--- config.mk ---
export PLATFORM = sky130hd
export DESIGN_NAME = aia_msi_tx
export DESIGN_NICKNAME = d
export VERILOG_FILES = /design/src/rtl/aia_msi_pkg.sv /design/src/rtl/aia_msi_req_fifo.sv /design/src/rtl/aia_msi_tx.sv
export SDC_FILE = /design/constraint.sdc
export NUM_CORES = 1
export LEC_CHECK = 0
export ABC_AREA = 1
export CORE_UTILIZATION = 45
export DETAILED_ROUTE_END_ITERATION = 8
export MAX_ROUTING_LAYER = met4
export PLACE_DENSITY = 0.88
export SLEW_MARGIN = 20
export SYNTH_ARGS = -nofsm -noshare
export SYNTH_HDL_FRONTEND = slang
export SYNTH_SLANG_ARGS = --single-unit
--- constraint.sdc ---
create_clock -name clk_i -period 2.75 [get_ports clk_i]
set_clock_uncertainty 0.2 [all_clocks]
set_input_delay 0.825 -clock clk_i [delete_from_list [all_inputs] [get_ports clk_i]]
set_output_delay 0.825 -clock clk_i [all_outputs]
set_load 0.05 [all_outputs]
--- src/rtl/aia_msi_pkg.sv ---
// Shared types and constants for the AIA MSI transmitter.
// Optional build macro used by the top: AIA_MSI_TX_BE_EN (big-endian seteipnum target).
package aia_msi_pkg;

    typedef enum logic [1:0] {
        IDLE,
        SEND,
        WAIT_B
    } msi_state_e;

    // Register offsets inside one IMSIC interrupt file and the file-to-file stride
    localparam logic [11:0] SETEIPNUM_LE_OFF  = 12'h000;
    localparam logic [11:0] SETEIPNUM_BE_OFF  = 12'h004;
    localparam int unsigned FILE_STRIDE_SHIFT = 12;

    // AXI write response encodings
    localparam logic [1:0] RESP_OKAY   = 2'b00;
    localparam logic [1:0] RESP_EXOKAY = 2'b01;
    localparam logic [1:0] RESP_SLVERR = 2'b10;
    localparam logic [1:0] RESP_DECERR = 2'b11;

    // Queue entries are sized for the largest legal configuration
    localparam int unsigned MAX_FILE_W = 8;
    localparam int unsigned MAX_EIID_W = 11;

    typedef struct packed {
        logic [MAX_FILE_W-1:0] file;
        logic [MAX_EIID_W-1:0] eiid;
    } msi_req_t;

endpackage

--- src/rtl/aia_msi_req_fifo.sv ---
// Request queue for the MSI transmitter: power-of-two depth, registered full/empty flags.
// A push while full is taken only when a pop happens in the same cycle.
module aia_msi_req_fifo
    import aia_msi_pkg::*;
#(
    parameter int unsigned Depth = 4
) (
    input  logic     clk,
    input  logic     rst_n,
    input  logic     push,
    input  msi_req_t data_in,
    input  logic     pop,
    output msi_req_t data_out,
    output logic     full,
    output logic     empty
);

    localparam int unsigned PtrW = $clog2(Depth);
    localparam int unsigned CntW = PtrW + 1;

    msi_req_t        mem [Depth];
    logic [PtrW-1:0] wr_ptr;
    logic [PtrW-1:0] rd_ptr;
    logic [CntW-1:0] count;
    logic [CntW-1:0] count_next;
    logic            do_push;
    logic            do_pop;

    assign do_pop     = pop && !empty;
    assign do_push    = push && (!full || do_pop);
    assign count_next = count + CntW'(do_push) - CntW'(do_pop);
    assign data_out   = mem[rd_ptr];

    // Storage array, written on accepted pushes
    always_ff @(posedge clk) begin
        if (do_push) begin
            mem[wr_ptr] <= data_in;
        end
    end

    // Pointers, occupancy and the registered full/empty flags
    always_ff @(posedge clk or negedge rst_n) begin
        if (!rst_n) begin
            wr_ptr <= '0;
            rd_ptr <= '0;
            count  <= '0;
            full   <= 1'b0;
            empty  <= 1'b1;
        end else begin
            if (do_push) begin
                wr_ptr <= wr_ptr + PtrW'(1);
            end
            if (do_pop) begin
                rd_ptr <= rd_ptr + PtrW'(1);
            end
            count <= count_next;
            full  <= (count_next == CntW'(Depth));
            empty <= (count_next == '0);
        end
    end

endmodule

--- src/rtl/aia_msi_tx.sv ---
// AIA MSI transmitter: queues (file, eiid) requests and posts each one as a single-beat
// AXI write to the target IMSIC file's seteipnum register, retrying on error responses.
// Build macro AIA_MSI_TX_BE_EN selects the big-endian seteipnum_be register instead.
module aia_msi_tx
    import aia_msi_pkg::*;
#(
    parameter int unsigned NrIntpFiles = 3,
    parameter int unsigned NrSources   = 256,
    parameter int unsigned AddrWidth   = 64,
    parameter int unsigned DataWidth   = 64,
    parameter int unsigned IdWidth     = 4,
    parameter int unsigned AxiId       = 0,
    parameter logic [63:0] ImsicBase   = 64'h2800_0000,
    parameter int unsigned FifoDepth   = 4,
    parameter int unsigned MaxRetries  = 2
) (
    input  logic                           clk_i,
    input  logic                           rst_ni,
    input  logic                           req_valid_i,
    output logic                           req_ready_o,
    input  logic [$clog2(NrIntpFiles)-1:0] req_file_i,
    input  logic [$clog2(NrSources)-1:0]   req_eiid_i,
    output logic                           aw_valid_o,
    input  logic                           aw_ready_i,
    output logic [AddrWidth-1:0]           aw_addr_o,
    output logic [IdWidth-1:0]             aw_id_o,
    output logic                           w_valid_o,
    input  logic                           w_ready_i,
    output logic [DataWidth-1:0]           w_data_o,
    output logic [DataWidth/8-1:0]         w_strb_o,
    input  logic                           b_valid_i,
    output logic                           b_ready_o,
    input  logic [1:0]                     b_resp_i,
    input  logic [IdWidth-1:0]             b_id_i,
    output logic                           err_o,
    output logic                           busy_o,
    output logic [15:0]                    drop_cnt_o
);

    localparam int unsigned RetryW = $clog2(MaxRetries + 2);

`ifdef AIA_MSI_TX_BE_EN
    localparam logic [11:0] RegOff = SETEIPNUM_BE_OFF;
`else
    localparam logic [11:0] RegOff = SETEIPNUM_LE_OFF;
`endif

    msi_state_e          state;
    msi_req_t            in_req;
    msi_req_t            head;
    logic                fifo_full;
    logic                fifo_empty;
    logic                accept;
    logic                invalid;
    logic                push;
    logic                pop;
    logic                aw_done;
    logic                w_done;
    logic                aw_fire;
    logic                w_fire;
    logic [RetryW-1:0]   retries;
    logic                b_match;
    logic                b_ok;
    logic                fsm_drop;
    logic [1:0]          drop_inc;
    logic [16:0]         drop_sum;
    logic [AddrWidth-1:0] next_addr;
    logic [63:0]         next_data;
    logic [7:0]          next_strb;
    logic [31:0]         eiid32;

    assign req_ready_o = !fifo_full;
    assign accept      = req_valid_i && req_ready_o;
    assign invalid     = (req_eiid_i == '0) || (32'(req_file_i) >= NrIntpFiles);
    assign push        = accept && !invalid;
    assign pop         = (state == IDLE) && !fifo_empty;
    assign in_req.file = MAX_FILE_W'(req_file_i);
    assign in_req.eiid = MAX_EIID_W'(req_eiid_i);

    assign aw_id_o  = IdWidth'(AxiId);
    assign busy_o   = !fifo_empty || (state != IDLE);
    assign aw_fire  = aw_valid_o && aw_ready_i;
    assign w_fire   = w_valid_o && w_ready_i;
    assign b_match  = b_valid_i && (b_id_i == IdWidth'(AxiId));
    assign b_ok     = (b_resp_i == RESP_OKAY) || (b_resp_i == RESP_EXOKAY);
    assign fsm_drop = (state == WAIT_B) && b_match && !b_ok && (retries >= RetryW'(MaxRetries));

    aia_msi_req_fifo #(
        .Depth (FifoDepth)
    ) u_fifo (
        .clk      (clk_i),
        .rst_n    (rst_ni),
        .push     (push),
        .data_in  (in_req),
        .pop      (pop),
        .data_out (head),
        .full     (fifo_full),
        .empty    (fifo_empty)
    );

    // Write payload for the queue head, latched when the FSM picks the entry up
    always_comb begin
        eiid32    = 32'(head.eiid);
        next_addr = AddrWidth'(ImsicBase) + (AddrWidth'(head.file) << FILE_STRIDE_SHIFT)
                  + AddrWidth'(RegOff);
`ifdef AIA_MSI_TX_BE_EN
        next_data = {eiid32[7:0], eiid32[15:8], eiid32[23:16], eiid32[31:24], 32'h0};
        next_strb = 8'hF0;
`else
        next_data = {32'h0, eiid32};
        next_strb = 8'h0F;
`endif
    end

    // Transaction FSM: pick up head, drive AW/W independently, then wait for a matching B
    always_ff @(posedge clk_i or negedge rst_ni) begin
        if (!rst_ni) begin
            state      <= IDLE;
            aw_valid_o <= 1'b0;
            w_valid_o  <= 1'b0;
            aw_done    <= 1'b0;
            w_done     <= 1'b0;
            b_ready_o  <= 1'b0;
            err_o      <= 1'b0;
            retries    <= '0;
            aw_addr_o  <= '0;
            w_data_o   <= '0;
            w_strb_o   <= '0;
        end else begin
            err_o <= 1'b0;
            unique case (state)
                IDLE: begin
                    if (!fifo_empty) begin
                        aw_addr_o  <= next_addr;
                        w_data_o   <= next_data;
                        w_strb_o   <= next_strb;
                        aw_valid_o <= 1'b1;
                        w_valid_o  <= 1'b1;
                        aw_done    <= 1'b0;
                        w_done     <= 1'b0;
                        state      <= SEND;
                    end
                end
                SEND: begin
                    if (aw_fire) begin
                        aw_valid_o <= 1'b0;
                        aw_done    <= 1'b1;
                    end
                    if (w_fire) begin
                        w_valid_o <= 1'b0;
                        w_done    <= 1'b1;
                    end
                    if ((aw_done || aw_fire) && (w_done || w_fire)) begin
                        b_ready_o <= 1'b1;
                        state     <= WAIT_B;
                    end
                end
                WAIT_B: begin
                    if (b_match) begin
                        b_ready_o <= 1'b0;
                        if (b_ok) begin
                            retries <= '0;
                            state   <= IDLE;
                        end else if (fsm_drop) begin
                            retries <= '0;
                            err_o   <= 1'b1;
                            state   <= IDLE;
                        end else begin
                            // Payload registers are untouched, so the resend is identical
                            retries    <= retries + RetryW'(1);
                            aw_valid_o <= 1'b1;
                            w_valid_o  <= 1'b1;
                            aw_done    <= 1'b0;
                            w_done     <= 1'b0;
                            state      <= SEND;
                        end
                    end
                end
                default: state <= IDLE;
            endcase
        end
    end

    assign drop_inc = {1'b0, accept && invalid} + {1'b0, fsm_drop};
    assign drop_sum = {1'b0, drop_cnt_o} + 17'(drop_inc);

    // Saturating count of discarded requests (input discards plus exhausted retries)
    always_ff @(posedge clk_i or negedge rst_ni) begin
        if (!rst_ni) begin
            drop_cnt_o <= '0;
        end else begin
            drop_cnt_o <= drop_sum[16] ? 16'hFFFF : drop_sum[15:0];
        end
    end

endmodule

==> results of run 1 <==
per-layer routing:
| layer | wire length [um] | vias to the layer above | track usage [%] |
|---|---|---|---|
| li1 | - | 1563 | - |
| met1 | 3490 | 1519 | 19.1 |
| met2 | 4970 | 165 | 30.1 |
| met3 | 509 | 26 | 3.34 |
| met4 | 301 | 0 | 11.8 |
| met5 | 0 | - | - |
path summary, 6_finish.rpt:
check	endpoint	slack [ns]
worst min-delay path	w_data_o[1]	0.15
worst max-delay path	drop_cnt_o[13]	0.03
worst max register to register	drop_cnt_o[13]	0.18
worst min register to register	w_done	0.28
min in group clk_i	w_done	0.28
max in group asynchronous	u_fifo.empty	1.58
what timing repair did:
| action | in CTS | in global routing |
|---|---|---|
| gates resized for setup | 40 | 39 |
| cloned | 1 | 0 |
| pin swaps | 12 | 14 |
| endpoints found under the setup margin | 18 | 19 |
| endpoints found under the hold margin | 0 | 0 |
| buffers inserted | 5 | 3 |
metrics by stage:
step                power, mW  TNS (ns)  util, %
CTS                      5.33         0     53.6
detailed placement       4.33    -14.12     50.8
floorplan                3.81     -1.84        -
finish                   5.31         0     54.1
global route             5.62    -0.209     54.1
global placement         4.23    -12.30     50.8
power groups by stage:
stage	Sequential (mW)	Combinational, mW	Clock (mW)
floorplan	2.31	1.50	0
global placement	1.90	2.33	0
global route	1.94	2.66	1.02
CTS	1.90	2.45	0.982
detailed placement	1.91	2.42	0
finish	1.90	2.44	0.969
worst register-to-register path, cell delays in order (launching register included):
cell and delay (ns):
dfrtp_1 0.40, inv_1 0.07, ha_1 0.14, inv_1 0.05, nand2_1 0.10, nand4_4 0.13, fa_2 0.37, inv_2 0.07
ha_4 0.14, nand2_4 0.06, inv_4 0.07, nand3_4 0.07, nor2_4 0.15, nand2_4 0.08, clkinv_4 0.08, nand3_4 0.14
nand3b_1 0.16
flip-flops by register name, summed over array words and instances, names as in the netlist, 2 cells and up:
name           cells
retries            2
u_fifo.wr_ptr      2
u_fifo.mem        40
u_fifo.rd_ptr      2
w_data_o           8
aw_addr_o          3
u_fifo.count       3
drop_cnt_o        16
state              2
cell type report:
| class | instances | area [um2] | area share (%) |
|---|---|---|---|
| timing repair buffer | 98 | 843 | 15.0 |
| inverter | 50 | 195 | 3.46 |
| sequential | 86 | 2350 | 41.8 |
| tap | 136 | 170 | 3.02 |
| multi-input combinational | 359 | 1860 | 33.0 |
| clock buffer | 12 | 145 | 2.58 |
| clock inverter | 4 | 70.1 | 1.24 |
layout by cell type (no fill, tap or decap), types with 3 or more instances in the layout:
master / netlist / final
conb_1: 1 / 124
nor2_1: 70 / 64
nand2_1: 55 / 52
buf_4: 130 / 46
dfrtp_1: 45 / 45
edfxtp_1: 40 / 40
inv_1: 41 / 39
clkdlybuf4s50_1: 0 / 32
o21ai_0: 27 / 21
a31oi_1: 10 / 10
clkbuf_8: 0 / 10
inv_2: 8 / 9
nand3_2: 7 / 9
nand4_1: 8 / 8
nand3_1: 10 / 8
nor2_4: 3 / 7
ha_1: 8 / 7
xor2_1: 6 / 6
nor3_1: 6 / 6
o21ai_1: 1 / 6
clkbuf_2: 0 / 6
nor2_2: 2 / 4
dlygate4sd2_1: 0 / 4
buf_6: 1 / 4
nand2_2: 2 / 3
nand3_4: 2 / 3
dlymetal6s2s_1: 0 / 3
logic make-up after synthesis:
family / Yosys count
other cells: 1
compound gates: 42
simple gates: 175
fa+ha+maj: 10
xor+xnor: 7
flops: 86
buf+inv: 188
==> metrics.txt, run 1 <==
status finished clean; leading area contributor after synthesis edfxtp_1; Remaining DRCs 0; final WL approximately 9000 um; synthesized area per cell between 9 and 10 um2; R2R depth 16; initial antenna violation count 0; Root Driver clkbuf_8; HP Class primary input to async pin; gr ovfl total 0; placed cell area ~5300 um2; drt first pass iters 4; crit path launch type primary input; Die Span X 106 um; Post-Place Cells 720; ant diodes 0; compound-gate portion of the synthesized area under 10%; Post-synth top cells 130 x buf_4, 70 x nor2_1, 55 x nand2_1; Setup CP Type primary input to flip-flop; max-slew violations 0; final hold viol count 0; data required time of the worst path 2.84 ns; slowest cell on the critical path fa_2; part of the power in the clock network 18.2%; post-route clock period utilization 98.9%; Clk pin slew, worst setup/hold paths 0.08 ns; Final WS setup 0.0299 ns; P_sw between 2 and 2.5 mW; most frequent cell after synthesis buf_4; Distinct cells, synth 38; fraction of registers with async set/reset 53.5%; RSZ-0062 raised after global routing true; CP delay by family, top simple AND/OR/NAND/NOR gates; XOR/XNOR Fraction of Synth Area 1.26%; chip height 106 um; CTS Buf Count 9; htree depth 3; largest net degree at the start of global routing 24; crit path max fanout 8; Post-Synthesis Cells roughly 510; maxcap violations 0; yosys warns 0; layout cells sized above 1 19.9%; Hold Buf Count CTS 0; WP buf/inv 4; Tot GR Track Use 17.8%; EDFF count, synth 40; Worst EP arrival around 2.8 ns; Final #Nets 636; ys flop type dfrtp_1; Critical Path Source req_eiid_i[1]; initial detailed-routing violation count 150; initial core utilization 46.6%; largest family of logic cells by synthesized area buffers and inverters; Final GP Congestion roughly 0.86; per-cell routed wire length 12.4 um; DR vias/cell approximately 4.4; CTS tree done; Detail Placement HPWL 6670 um; Core Area 10,400 um2; PD cells 943 nW/um2; filler cell count approximately 870; final hold slack 0.152 ns; die area roughly 11,000 um2; Leakage 2.71 nW; post-synthesis simple-gate area fraction 17.7%; Ports 184; synthesized cell area 4860 um2; Final setup viols 0; synth-to-layout area growth 16.0%; Switching Fraction 44.6%; Peak VDD IR 789 uV; row cnt 37; dominant cells by area after synthesis edfxtp_1 25%, dfrtp_1 23%, buf_4 20%; crit-path cells buf_8, nor2_4, nand4_1, o21ai_1, nand2_2, fa_2, inv_2, ha_4, nand2_4, inv_4, nand3_4, nor2_4, nand2_4, clkinv_4, nand3_4, nand3b_1; clock sink count 86; post-synthesis sequential area ratio 48.5%; area share of the largest cell type after synthesis 24.7%; Crit path depth 16; post-route cell area between 5000 and 6000 um2; FF+latch count, synth 86; reg2reg start retries[0]; multiplexer share of the synthesized area 0%; Logic pwr share about 46%; CTS max path bufs 2; crit end category flip-flop; IO Port Bufs 58; CP max stage delay 0.36 ns; P_int 2.95 mW; global-route wire length before repair 14,700 um; clk_lat worst skew 0.36 ns; fmax 0.368 GHz; vias in the first global route 3,117; post-route minimum period 2.72 ns; Sequential Power Share between 30% and 40%; post-route ant nets 0; pin slew with the least headroom to its limit ~0.54 ns; Layout Cells excl Fill 745; Adder-Cell Fraction of Synth Area 2.89%; vias post-DR 3,273; dpl ws -0.854 ns; Max-slew headroom 64.1%
Power figures use the tool's default switching activity.
==> run 2: changes to the inputs <==
Settings changed: CTS_CLUSTER_DIAMETER set to 80, TNS_END_PERCENT set to 10.
==> metrics.txt, run 2 (same netlist as run 1, synthesis figures left out) <==
met2 routed WL 5240 um; largest net degree at the start of global routing 24; most frequent cells in the layout 124 x conb_1, 62 x nor2_1, 61 x buf_4; Hold Buf Count CTS 0; CTS tree done; post-route cell area 5780 um2; met1 wire length around 3600 um; DR vias/cell 4.49; ant diodes 0; vias post-DR 3,412; Ports 184; PD cells slightly above 900 nW/um2; htree depth 3; CTS max path bufs 2; Remaining DRCs 0; Final setup viols 4; Max-slew headroom 63.4%; CP delay by family, top simple AND/OR/NAND/NOR gates; global-route wire length before repair 15,000 um; synth-to-layout area growth 19.1%; crit end category flip-flop; initial core utilization between 40 and 50%; most common cell after layout, fill and taps aside conb_1; crit path launch type primary input; WP buf/inv 5; Setup CP Type primary input to flip-flop; fmax 0.360 GHz; initial detailed-routing violation count between 150 and 200; Core Area 10,400 um2; Worst EP arrival 2.81 ns; initial antenna violation count 0; reg2reg start retries[0]; vias in the first global route 3,254; crit path max fanout 3; HP Class primary input to async pin; Die Span X around 110 um; data required time of the worst path 2.78 ns; r2r setup slk 0.22 ns; maxcap violations 0; Final WS setup -0.0296 ns; R2R Path End drop_cnt_o[12]; Tot GR Track Use between 10% and 20%; row cnt 37; post-route minimum period 2.78 ns; final hold viol count 0; Largest regs u_fifo.mem (40), drop_cnt_o (16), w_data_o (8); status finished with violations; Clk pin slew, worst setup/hold paths 0.09 ns; Final GP Congestion approximately 0.83; placed cell area 5300 um2; IO Port Bufs 58; Final #Nets 651; R2R depth 16; Root Driver clkbuf_8; RSZ-0062 raised after global routing true; Peak VDD IR between 600 and 700 uV; Top reg by flops u_fifo.mem; clock sink count 86; slowest cell on the critical path fa_2; number of flip-flops under the largest register name 40; post-route ant nets 0; chip height 106 um; post-route clock period utilization 101%; Top Layer Used met4; die area 11,200 um2; failing checks setup timing; clk_lat worst skew 0.34 ns; CTS Buf Count 9; layout cells sized above 1 23.4%; DR WL met3 518 um; gr ovfl total 0; per-cell routed wire length approximately 13 um; final WL about 9600 um; crit-path cells clkdlybuf4s15_1, nor2_2, inv_1, nor2_4, nand4_4, fa_2, inv_2, ha_4, nand2_2, inv_2, nand3_4, nor2_4, buf_6, nand4_1, nand2_1, o21ai_2; Detail Placement HPWL 6810 um; drt first pass iters 6; pin slew with the least headroom to its limit 0.548 ns; CP max stage delay 0.37 ns; Leakage about 2.8 nW; max-slew violations 0; Power, Total 5.39 mW
[run 2: what timing repair did]
item / CTS / global route
setup endpoints to repair: 18 / 65
endpoints found under the hold margin: 0 / 0
buffers inserted: 19 / 3
pin swaps: 11 / 15
resized for setup: 45 / 37
gates cloned: 1 / 0
[run 2: cell type report]
class,instances,area [um2]
fill,837,4630
sequential,86,2350
multi-input combinational,359,1890
timing repair buffer,113,971
inverter,50,193
tap,136,170
clock buffer,10,138
clock inverter,6,68.8
[run 2: metrics by stage]
stage          std cells  setup TNS [ns]  util [%]  hold WS (ns)  worst slack [ns]
4_1_cts              757          -0.391      54.7         0.166           -0.0259
6_report             760         -0.0791      55.5         0.170           -0.0296
5_1_grt              760           -1.51      55.5         0.172            -0.179
2_1_floorplan        632           -1.84         -         0.242            -0.160
3_5_place_dp         721          -14.21      50.9         0.261            -0.873
3_3_place_gp         721          -12.70      50.9         0.258            -0.758
[run 2: worst max path at each step]
stage | start | cells past startpoint | end | slack [ns]
floorplan | b_id_i[3] | 16 | drop_cnt_o[11] | -0.16
global placement | req_eiid_i[6] | 16 | drop_cnt_o[10] | -0.76
detailed placement | req_eiid_i[6] | 16 | drop_cnt_o[2] | -0.87
CTS | req_valid_i | 12 | u_fifo.mem[3][8] | -0.03
global route | req_eiid_i[7] | 16 | drop_cnt_o[12] | -0.18
finish | b_id_i[1] | 16 | drop_cnt_o[12] | -0.03
[run 2: where the power goes]
| group | switching [mW] | internal [mW] | total [mW] |
|---|---|---|---|
| Combinational | 1.78 | 0.813 | 2.59 |
| Sequential | 0.219 | 1.68 | 1.90 |
| Clock | 0.452 | 0.451 | 0.903 |
[run 2: per-layer routing]
metal / global-route usage [%] / vias up
met5: - / -
met1: 18.3 / 1602
met2: 31.9 / 179
li1: - / 1601
met4: 8.93 / 0
met3: 2.54 / 30
==> run 3: changes to the inputs <==
Settings changed: CORE_MARGIN set to 2, SLEW_MARGIN 20 to 15.
==> metrics.txt, run 3 (same netlist as run 1, synthesis figures left out) <==
crit path max fanout 3; crit-path cells buf_8, nor2_4, nand4_1, o21ai_1, nand2_2, fa_2, inv_2, ha_4, nand2_2, inv_2, nand3_4, nor2_4, nand2_4, o21bai_1, nand3_2; Critical Path Source req_eiid_i[5]; PD cells 933 nW/um2; Clk pin slew, worst setup/hold paths about 0.090 ns; failing checks setup timing; Peak VDD IR 696 uV; Worst EP arrival 2.83 ns; RSZ-0062 raised after global routing true; number of flip-flops under the largest register name 40; crit end category flip-flop; global-route wire length before repair 14,400 um; die area 11,600 um2; post-route ant nets 0; gr ovfl total 0; max-slew violations 0; R2R Path End drop_cnt_o[10]; Hold Buf Count CTS 0; ant diodes 0; Final setup viols 3; slowest cell on the critical path fa_2; layout cells sized above 1 about a fifth; Top reg by flops u_fifo.mem; chip height 108 um; initial core utilization 46.6%; dpl ws -0.803 ns; vias in the first global route 3,180; Die Span X 108 um; IO Port Bufs 58; drt first pass iters 5; most common cell after layout, fill and taps aside conb_1; row cnt 37; Final #Nets 630; final hold viol count 0; pin slew with the least headroom to its limit 0.579 ns; CTS max path bufs 2; Layout Cells excl Fill 739; initial detailed-routing violation count 240; Detail Placement HPWL 6790 um; filler cell count between 800 and 900; Final GP Congestion 0.825; Max-slew headroom approximately 60%; Post-Place Cells 719; vias post-DR 3,279; Leakage between 2 and 3 nW; most frequent cells in the layout 124 x conb_1, 64 x nor2_1, 52 x nand2_1; Remaining DRCs 0; r2r setup slk 0.18 ns; post-route minimum period approximately 2.8 ns; DR vias/cell around 4.4; Tot GR Track Use between 15 and 20%; crit path launch type primary input; fmax 0.358 GHz; HP Class primary input to async pin; Setup CP Type primary input to flip-flop; per-cell routed wire length 12.7 um; clock sink count 86; data required time of the worst path 2.78 ns; CP max stage delay slightly below 0.4 ns; reg2reg start retries[0]; R2R depth 15; Final WS setup -0.0448 ns; CTS tree done; largest net degree at the start of global routing 25; htree depth 3; post-route clock period utilization 102%; Largest regs u_fifo.mem (40), drop_cnt_o (16), w_data_o (8); CTS Buf Count 9; clk_lat worst skew about 0.35 ns; initial antenna violation count 0; status finished with violations; final WL between 9000 and 10,000 um; Ports 184; Core Area 10,400 um2; maxcap violations 0; Root Driver clkbuf_8; synth-to-layout area growth 15.0%
-- run 3: cell types whose count changed in the layout (fill, tap and decap cells not counted), moves of 2 or more --
cell,previous run,this run
buf_6,7,4
buf_4,61,39
clkbuf_2,3,5
nor2_1,62,64
nand3_2,11,9
nand3_1,6,8
-- run 3: worst max-delay path: cells and delay by family --
family / cells / cell delay, ns
simple gates: 8 / 0.84
buf+inv: 3 / 0.25
compound gates: 2 / 0.37
fa+ha+maj: 2 / 0.52
-- run 3: layout make-up --
type,count,area [um2],share of cell area [%]
well taps,136,170,3.05
inverters,50,193,3.45
repair buffers,92,821,14.7
clock inverters,5,58.8,1.05
clock buffers,11,141,2.53
flip-flops and latches,86,2350,42.1
multi-input cells,359,1850,33.1
-- run 3: repair_timing --
| action | 4_1_cts | 5_1_grt |
|---|---|---|
| pin swaps | 11 | 17 |
| cloned | 1 | 0 |
| setup buffers | 1 | 2 |
| setup endpoints to repair | 18 | 18 |
| gates resized for setup | 34 | 35 |
-- run 3: worst max-delay path by stage --
stage / endpoint / slack [ns]
after detailed placement: drop_cnt_o[2] / -0.80
after CTS: drop_cnt_o[6] / 0.01
final: drop_cnt_o[10] / -0.04
after floorplan: drop_cnt_o[11] / -0.16
after global placement: drop_cnt_o[10] / -0.75
after global routing: drop_cnt_o[12] / -0.13
-- run 3: metal layers --
| layer | vias to the layer above | wire, um | track usage (%) |
|---|---|---|---|
| met5 | - | 0 | - |
| li1 | 1557 | - | - |
| met4 | 0 | 238 | 7.88 |
| met2 | 166 | 5110 | 28.8 |
| met1 | 1531 | 3490 | 18.1 |
| met3 | 25 | 519 | 3.15 |
-- run 3: per-stage QoR --
stage          area [um2]  power [mW]  setup TNS, ns  util [%]  hold WS [ns]
2_1_floorplan        5340        3.81          -1.84         -         0.242
3_3_place_gp         5300        4.23         -12.65      50.8         0.259
3_5_place_dp         5300        4.33         -13.54      50.8         0.277
4_1_cts              5540        5.23              0      53.2         0.276
5_1_grt              5590        5.56          -1.43      53.6         0.306
6_report             5590        5.21        -0.0644      53.6         0.268
-- run 3: power by group --
part	internal (mW)	switching (mW)	total (mW)	leakage, nW
sequential	1.68	0.225	1.90	0.920
combinational	0.722	1.70	2.42	1.65
clock	0.447	0.440	0.887	0.0976
total	2.85	2.37	5.21	2.67
